File: config.mk
export PLATFORM = sky130hd
export DESIGN_NAME = fpu_arbiter
export DESIGN_NICKNAME = d
export VERILOG_FILES = /design/src/rtl/fpu_arbiter.sv
export SDC_FILE = /design/constraint.sdc
export NUM_CORES = 1
export LEC_CHECK = 0
export ABC_CLOCK_PERIOD_IN_PS = 5450
export BUFFER_PORTS_ARGS = -buffer_cell sky130_fd_sc_hd__buf_2
export CORE_ASPECT_RATIO = 1.4
export CORE_MARGIN = 4
export CORE_UTILIZATION = 49
export DETAILED_ROUTE_END_ITERATION = 7
export HOLD_SLACK_MARGIN = 0.15
export PLACE_DENSITY_LB_ADDON = 0.08
export SLEW_MARGIN = 20
export SYNTH_ARGS = -nofsm -noshare
export SYNTH_HDL_FRONTEND = slang
export SYNTH_SLANG_ARGS = --single-unit
export TNS_END_PERCENT = 5
File: constraint.sdc
create_clock -name clk -period 5.45 [get_ports clk]
set_input_delay 1.09 -clock clk [delete_from_list [all_inputs] [get_ports clk]]
set_output_delay 1.09 -clock clk [all_outputs]
set_load 0.005 [all_outputs]
File: src/rtl/fpu_arbiter.sv
// Two-requester round-robin front end for a shared fixed-point unit, one op in flight.
// Accept-to-response is 3 cycles minimum; requests are held off (accept low) until the unit returns to IDLE.
module fpu_arbiter #(
   parameter int WIDTH   = 32,
   parameter int TIMEOUT = 64
) (
   input  logic             clk,
   input  logic             reset,
   input  logic             req0_valid,
   input  logic [1:0]       req0_op,
   input  logic [WIDTH-1:0] req0_a,
   input  logic [WIDTH-1:0] req0_b,
   output logic             req0_accept,
   input  logic             req1_valid,
   input  logic [1:0]       req1_op,
   input  logic [WIDTH-1:0] req1_a,
   input  logic [WIDTH-1:0] req1_b,
   output logic             req1_accept,
   output logic [1:0]       fpu_operation,
   output logic [WIDTH-1:0] fpu_operand_1,
   output logic [WIDTH-1:0] fpu_operand_2,
   input  logic [WIDTH-1:0] fpu_result,
   input  logic             fpu_ready,
   output logic             fpu_busy,
   output logic             rsp_valid,
   output logic             rsp_id,
   output logic [WIDTH-1:0] rsp_result,
   output logic             rsp_error
);

   localparam int CW = (TIMEOUT > 1) ? $clog2(TIMEOUT) : 1;

   typedef enum logic [1:0] {S_IDLE, S_ISSUE, S_WAIT, S_RESPOND} state_t;

   state_t           state;
   logic             ptr;
   logic [CW-1:0]    cnt;
   logic [1:0]       op_q;
   logic [WIDTH-1:0] a_q;
   logic [WIDTH-1:0] b_q;
   logic             id_q;
   logic             sel;
   logic             take;

   // Pointer only breaks ties; a lone requester always wins.
   always_comb begin
      sel         = (req0_valid && req1_valid) ? ptr : req1_valid;
      take        = (state == S_IDLE) && (req0_valid || req1_valid) && !reset;
      req0_accept = take && !sel;
      req1_accept = take && sel;
   end

   assign fpu_operation = op_q;
   assign fpu_operand_1 = a_q;
   assign fpu_operand_2 = b_q;

   always_ff @(posedge clk or posedge reset) begin
      if (reset) begin
         state      <= S_IDLE;
         ptr        <= 1'b0;
         cnt        <= '0;
         op_q       <= 2'b00;
         a_q        <= '0;
         b_q        <= '0;
         id_q       <= 1'b0;
         fpu_busy   <= 1'b0;
         rsp_valid  <= 1'b0;
         rsp_id     <= 1'b0;
         rsp_result <= '0;
         rsp_error  <= 1'b0;
      end else begin
         case (state)
            S_IDLE: begin
               if (take) begin
                  op_q     <= sel ? req1_op : req0_op;
                  a_q      <= sel ? req1_a  : req0_a;
                  b_q      <= sel ? req1_b  : req0_b;
                  id_q     <= sel;
                  fpu_busy <= 1'b1;
                  state    <= S_ISSUE;
               end
            end
            // fpu_ready is deliberately not looked at here: it may still be high from the last op.
            S_ISSUE: begin
               cnt   <= '0;
               state <= S_WAIT;
            end
            S_WAIT: begin
               if (fpu_ready) begin
                  rsp_result <= fpu_result;
                  rsp_error  <= 1'b0;
                  rsp_id     <= id_q;
                  rsp_valid  <= 1'b1;
                  state      <= S_RESPOND;
               end else if (cnt == CW'(TIMEOUT - 1)) begin
                  rsp_result <= '0;
                  rsp_error  <= 1'b1;
                  rsp_id     <= id_q;
                  rsp_valid  <= 1'b1;
                  state      <= S_RESPOND;
               end else begin
                  cnt <= cnt + CW'(1);
               end
            end
            S_RESPOND: begin
               rsp_valid <= 1'b0;
               fpu_busy  <= 1'b0;
               ptr       <= ~id_q;
               state     <= S_IDLE;
            end
            default: state <= S_IDLE;
         endcase
      end
   end

endmodule

==> metrics.md, run 1 <==
| Metric | Value |
|---|---|
| TritonCTS clock tree | `built` |
| Final Max Tran Viols | `0` |
| TritonCTS Buffers | `9` |
| Most frequent CP cell | `buf_2` |
| Worst slew margin | `49.10%` |
| ANT nets after route | `0` |
| Crit-path cells | `buf_2 > nor2b_4 > and3_2 > buf_2` |
| Worst skew pair latency | `0.34 ns` |
| Total power | `3.369 mW` |
| Number of hold buffers added after CTS | `0` |
| Cell Area, Synth | `5149 sq um` |
| Avg Vias per Cell | `5.636` |
| Layout cells sized above 1 | `41.98%` |
| Arrival @ worst endpoint | `2.31 ns` |
| Post-CTS sizing | `0` |
| Final Wtd Congestion | `0.8678` |
| Most common cell after layout, fill and taps aside | `buf_2` |
| Max cap viols | `0` |
| Post-Place Cells | `839` |
| Buf/Inv on CP | `2` |
| Hold WC Path Type | `reg2reg` |
| Post-layout min period | `3.403 ns` |
| Core ar. | `10,350 sq um` |
| Top-area cell type share of the netlist area | `54.43%` |
| Bufs on Longest Clock Path | `2` |
| Final-report hold violation count | `0` |
| Max Fclk | `293.9 MHz` |
| I/O pins | `273` |
| Setup CP Type | `in2out` |
| Synth unique cells | `38` |
| Required @ worst endpoint | `4.36 ns` |
| Port-buffer cells | `272` |
| Syn avg cell area | `11.03 sq um` |
| Post-synth ARST share | `100.0%` |
| Area growth, synth to finish | `32.25%` |
| Die X | `94.64 um` |
| Std cell rows | `44` |
| Nets | `887` |
| Clk sink count | `112` |
| Maximum VDD drop | `0.2212 mV` |
| Setup Skew | `0.007602 ns` |
| Initial antenna violation count | `3` |
| H-tree Lvls | `3` |
| Die Y | `129.3 um` |
| EDFF count, synth | `0` |
| Final Cell Area | `6809 sq um` |
| Setup bufs post-CTS | `0` |
| Hold Crit Start | `id_q` |
| Post-synth top flop | `dfrtp_1` |
| Initial DRC Count | `193` |
| Final worst-path cycle share | `62.44%` |
| Placed cell area | `6495 sq um` |
| Commonest non-fill, non-tap cells in the layout | `buf_2, dfrtp_1, nand2_1, a21boi_0, a221o_1` |
| Synth Net Count | `642` |
| Ys Warns | `0` |
| Ranking of synthesized cells by area | `dfrtp_1, a221o_1, a21boi_0` |
| Die area | `12,230 sq um` |
| First-pass GRT wire length | `23.78 mm` |
| Worst flop-to-flop path startpoint | `state[0]` |
| Vias after detailed routing | `4,836` |
| CP Capture Type | `primary output` |
| TNS Setup | `0 ns` |
| Initial core utilization | `49.75%` |
| Post-Synthesis Cells | `467` |
| Cell area power density | `494.7 nW/um^2` |
| Tightest Pin Transition | `0.7619 ns` |
| Post-DP HPWL | `11.53 mm` |
| Routed WL | `15.95 mm` |
| DR DRC count | `0` |
| Finished Layout Cells | `858` |
| P_leak | `3.476 nW` |
| Seq cells post-synth | `112` |
| Largest net degree at the start of global routing | `83` |
| Cell taking the most area after synthesis | `dfrtp_1` |
| Final setup fails | `0` |
| Status | `complete, no violations` |
| Worst setup SP type | `input pin` |
| Routed len/inst | `18.59 um` |
| Tot GR Track Use | `24.92%` |
| CP max FO | `37` |
| Crit-path leading delay family | `simple AND/OR/NAND/NOR gates` |
| Vias in the first global route | `4,757` |
| DR pass1 iterations | `4` |
| Clock slew at reported path FFs | `0.07 ns` |
| Clock root cell | `clkbuf_16` |
| Congestion Overflow GR | `0` |
| Slowest stage delay, CP | `0.61 ns` |
| Sequential area share after synthesis | `54.43%` |
| Slowest stage cell, crit path | `nor2b_4` |
| RSZ-0062 raised after global routing | `false` |
| Setup crit start | `reset` |
[cells in the mapped netlist (3+ instances only)]
cell type / count
inv_1: 6
a211oi_1: 3
nor3_1: 4
o21ai_0: 36
a21boi_0: 66
buf_2: 12
dfrtp_1: 112
nand3_1: 5
a21oi_1: 8
nor3b_1: 4
a221o_1: 66
nor2_1: 3
ha_1: 6
buf_6: 7
clkbuf_1: 24
nand2_1: 72
[through the flow]
step | utilization, % | hold WS [ns] | setup WS [ns]
2_1_floorplan | - | 0.4379 | 1.401
3_3_place_gp | 62.75 | 0.4779 | 2.098
3_5_place_dp | 62.75 | 0.4806 | 2.051
4_1_cts | 65.66 | 0.4803 | 2.054
5_1_grt | 65.76 | 0.5333 | 1.929
6_report | 65.79 | 0.4751 | 2.047
[power by group]
part / total [mW] / internal (mW) / switching, mW
Clock: 0.659 / 0.381 / 0.279
Sequential: 1.40 / 1.20 / 0.208
Combinational: 1.30 / 0.669 / 0.636
[cell type report]
class | instances | area [sq um]
fillers | 878 | 3541
flip-flops and latches | 112 | 2803
multi-input cells | 305 | 2092
repair buffers | 278 | 1406
clock buffers | 13 | 260.3
well taps | 138 | 172.7
clock inverters | 3 | 40.04
inverters | 6 | 27.53
diodes | 3 | 7.507
[sequential cells by signal, summed over array words and instances, names as in the netlist]
| register | flops |
|---|---|
| rsp_id | 1 |
| fpu_busy | 1 |
| state | 2 |
| id_q | 1 |
| fpu_operation | 2 |
| fpu_operand_1 | 32 |
| fpu_operand_2 | 32 |
| rsp_valid | 1 |
| ptr | 1 |
| rsp_error | 1 |
| rsp_result | 32 |
| cnt | 6 |
[cell families after synthesis]
family          synth area share [%]
xor+xnor                      0.1701
flops                          54.44
fa+ha+maj                      1.458
mux                           0.2187
compound gates                 29.40
simple gates                   9.283
buf+inv                        5.031
[layer usage]
layer  vias to the layer above  global-route usage, %  routed length [um]
met2                       228                  42.03                8121
met4                         2                  9.941                 379
met3                        25                  6.098                1389
met1                      2349                  30.57                6054
li1                       2232                      -                   -
met5                         -                      0                   7
[final timing paths]
path	depth (start not counted)	to	slack, ns
max	4	req1_accept	2.05
min	1	ptr	0.48
max reg2reg	6	fpu_operand_1[23]	2.68
min reg2reg	1	ptr	0.48
max in group asynchronous	3	rsp_result[9]	3.60
min in group asynchronous	2	fpu_busy	0.89
No activity file was read; power rests on OpenSTA's default activity.
==> inputs of run 2 (changes only) <==
ABC_CLOCK_PERIOD_IN_PS = 3400   (was 5450)
CORE_UTILIZATION = 45   (was 49)
clock period = 3.4 ns   (was 5.45 ns; I/O delays follow)
==> run 2 against run 1 <==
  * Sequential share of layout area shrank 0.42 points
  * Clock-buffer cell count shrank 3
  * Cell count grew 0.93%
  * Highest routed layer is now met4
  * Largest power group unchanged
  * Sequential cell count is the same
  * Largest cell class unchanged
  * Clock skew is essentially flat
==> metrics.md, run 2 (synthesis gave the netlist of run 1 again) <==
| Metric | Value |
|---|---|
| Area growth, synth to finish | `33.61% (was 32.25%)` |
| Tightest Pin Transition | `0.7756 ns (was 0.7619 ns)` |
| Arrival @ worst endpoint | `1.85 ns (was 2.31 ns)` |
| Std cell rows | `46 (was 44)` |
| CP Capture Type | `primary output (unchanged)` |
| Initial core utilization | `45.64% (was 49.75%)` |
| Max Fclk | `395.7 MHz` |
| Setup bufs post-CTS | `0 (unchanged)` |
| Final-report hold violation count | `0 (unchanged)` |
| First-pass GRT wire length | `25.46 mm (was 23.78 mm)` |
| Vias in the first global route | `4,907 (was 4,757)` |
| Stages on worst setup path | `5 (was 4)` |
| Slowest stage cell, crit path | `dfrtp_1 (was nor2b_4)` |
| Hold Crit Start | `rsp_error (was id_q)` |
| Vias after detailed routing | `4,859 (was 4,836)` |
| Sw Pwr | `1.835 mW (was 1.122 mW)` |
| Setup Skew | `0.007212 ns (was 0.007602 ns)` |
| Most common cell after layout, fill and taps aside | `buf_2 (unchanged)` |
| RSZ-0062 raised after global routing | `false (unchanged)` |
| Layout cells sized above 1 | `42.44% (was 41.98%)` |
| TritonCTS clock tree | `built (unchanged)` |
| Post-layout min period | `2.527 ns` |
| Congestion Overflow GR | `0 (unchanged)` |
| Maximum VDD drop | `0.3289 mV (was 0.2212 mV)` |
| TritonCTS Buffers | `9 (unchanged)` |
| WHS Endpoint | `rsp_error (was ptr)` |
| Post-CTS sizing | `0 (unchanged)` |
| P_leak | `3.497 nW (was 3.476 nW)` |
| ANT nets after route | `0 (unchanged)` |
| Die area | `13,240 sq um (was 12,230 sq um)` |
| Die X | `98.40 um (was 94.64 um)` |
| Clk sink count | `112 (unchanged)` |
| FF-to-FF End | `rsp_result[8] (was fpu_operand_1[23])` |
| Worst slew margin | `48.18% (was 49.10%)` |
| Core ar. | `11,280 sq um (was 10,350 sq um)` |
| Required @ worst endpoint | `2.72 ns (was 4.36 ns)` |
| Hold WC Path Type | `reg2reg (unchanged)` |
| Comb pwr share | `38.1% (was 38.7%)` |
| Hold Crit Depth | `1 (unchanged)` |
| Largest net degree at the start of global routing | `67 (was 83)` |
| Port-buffer cells | `272 (unchanged)` |
| Routed len/inst | `18.85 um (was 18.59 um)` |
| Post-DP HPWL | `11.84 mm (was 11.53 mm)` |
| Commonest non-fill, non-tap cells in the layout | `buf_2, dfrtp_1, nand2_1, a21boi_0, a221o_1 (unchanged)` |
| Clock Power Share | `20.9% (was 19.6%)` |
| Worst setup SP type | `flop (was input pin)` |
| Max cap viols | `0 (unchanged)` |
| Final setup fails | `0 (unchanged)` |
| Tot GR Track Use | `24.06% (was 24.92%)` |
| Clock slew at reported path FFs | `0.07 ns (about the same)` |
| Setup CP Type | `reg2out (was in2out)` |
| Number of hold buffers added after CTS | `0 (unchanged)` |
| Initial DRC Count | `183 (was 193)` |
| Pre-CTS WS | `1.079 ns (was 2.051 ns)` |
| Routed WL | `16.32 mm (was 15.95 mm)` |
| Worst skew pair latency | `0.35 ns (was 0.34 ns)` |
| Reg power frac | `41.0% (was 41.7%)` |
| Flop-to-flop setup slack | `1.08 ns (was 2.68 ns)` |
| Slowest stage delay, CP | `0.43 ns (was 0.61 ns)` |
| Crit-path leading delay family | `simple AND/OR/NAND/NOR gates (unchanged)` |
| Net Sw Frac | `33.36% (was 33.32%)` |
| Cell area power density | `799.6 nW/um^2 (was 494.7 nW/um^2)` |
| DR pass1 iterations | `4 (unchanged)` |
| Initial antenna violation count | `1 (was 3)` |
| TNS Setup | `0 ns (unchanged)` |
| DR DRC count | `0 (unchanged)` |
| R2R depth | `6 (unchanged)` |
| Final worst-path cycle share | `74.34%` |
| Final Wtd Congestion | `0.8200 (was 0.8678)` |
| Avg Vias per Cell | `5.611 (was 5.636)` |
| Buf/Inv on CP | `2 (unchanged)` |
| Bufs on Longest Clock Path | `2 (unchanged)` |
| CP max FO | `11 (was 37)` |
| Crit-path cells | `inv_1 > ha_1 > nor2b_4 > and3_2 > buf_2 (was buf_2 > nor2b_4 > and3_2 > buf_2)` |
| H-tree Lvls | `3 (unchanged)` |
| Status | `complete, no violations (unchanged)` |
| I/O pins | `273 (unchanged)` |
| Worst setup margin | `0.8725 ns (was 2.047 ns)` |
| Int Power | `3.665 mW (was 2.246 mW)` |
| Final Max Tran Viols | `0 (unchanged)` |
| Worst flop-to-flop path startpoint | `state[0] (unchanged)` |
| Clock root cell | `clkbuf_16 (unchanged)` |
| Nets | `891 (was 887)` |
| Die Y | `134.6 um (was 129.3 um)` |
==> run 2: worst max-delay path by stage <==
stage,start,end,slack [ns]
final,state[0],req1_accept,0.87
after detailed placement,req0_valid,fpu_operand_2[28],1.08
after global placement,req0_valid,fpu_operand_1[5],1.18
after global routing,state[0],req1_accept,0.71
after floorplan,reset,cnt[0],1.36
after CTS,state[0],req1_accept,0.84
==> run 2: area by class of cell <==
type                            count  area (sq um)
Multi-Input combinational cell    305          2088
Fill cell                         970          4402
Sequential cell                   112          2803
Timing Repair Buffer              282          1449
Clock inverter                      6         91.34
Inverter                            6         26.28
Clock buffer                       10         239.0
Antenna cell                        1         2.502
Tap cell                          144         180.2
==> run 2: metal layers <==
metal	up-vias	routed length (um)	track usage, %
met5	-	0	0
met4	0	416	8.352
met3	27	1448	7.235
met2	237	8177	39.62
met1	2357	6281	30.22
li1	2238	-	-
==> run 2: power groups by stage <==
stage          clock [mW]  combinational [mW]  sequential (mW)
2_1_floorplan           0                1.14             2.27
3_3_place_gp            0                2.05             2.25
3_5_place_dp            0                2.15             2.25
4_1_cts              1.18                2.13             2.25
5_1_grt              1.23                2.33             2.33
6_report             1.15                2.10             2.25
==> run 2: per-stage QoR <==
step,instances,total power [mW],hold slack (ns),util [%],area (sq um)
floorplan,467,3.414,0.4379,-,5152
global placement,849,4.303,0.4721,58.03,6546
detailed placement,849,4.392,0.4751,58.03,6546
CTS,865,5.561,0.4917,60.96,6877
global route,866,5.887,0.5121,60.98,6879
finish,866,5.500,0.4873,60.98,6879
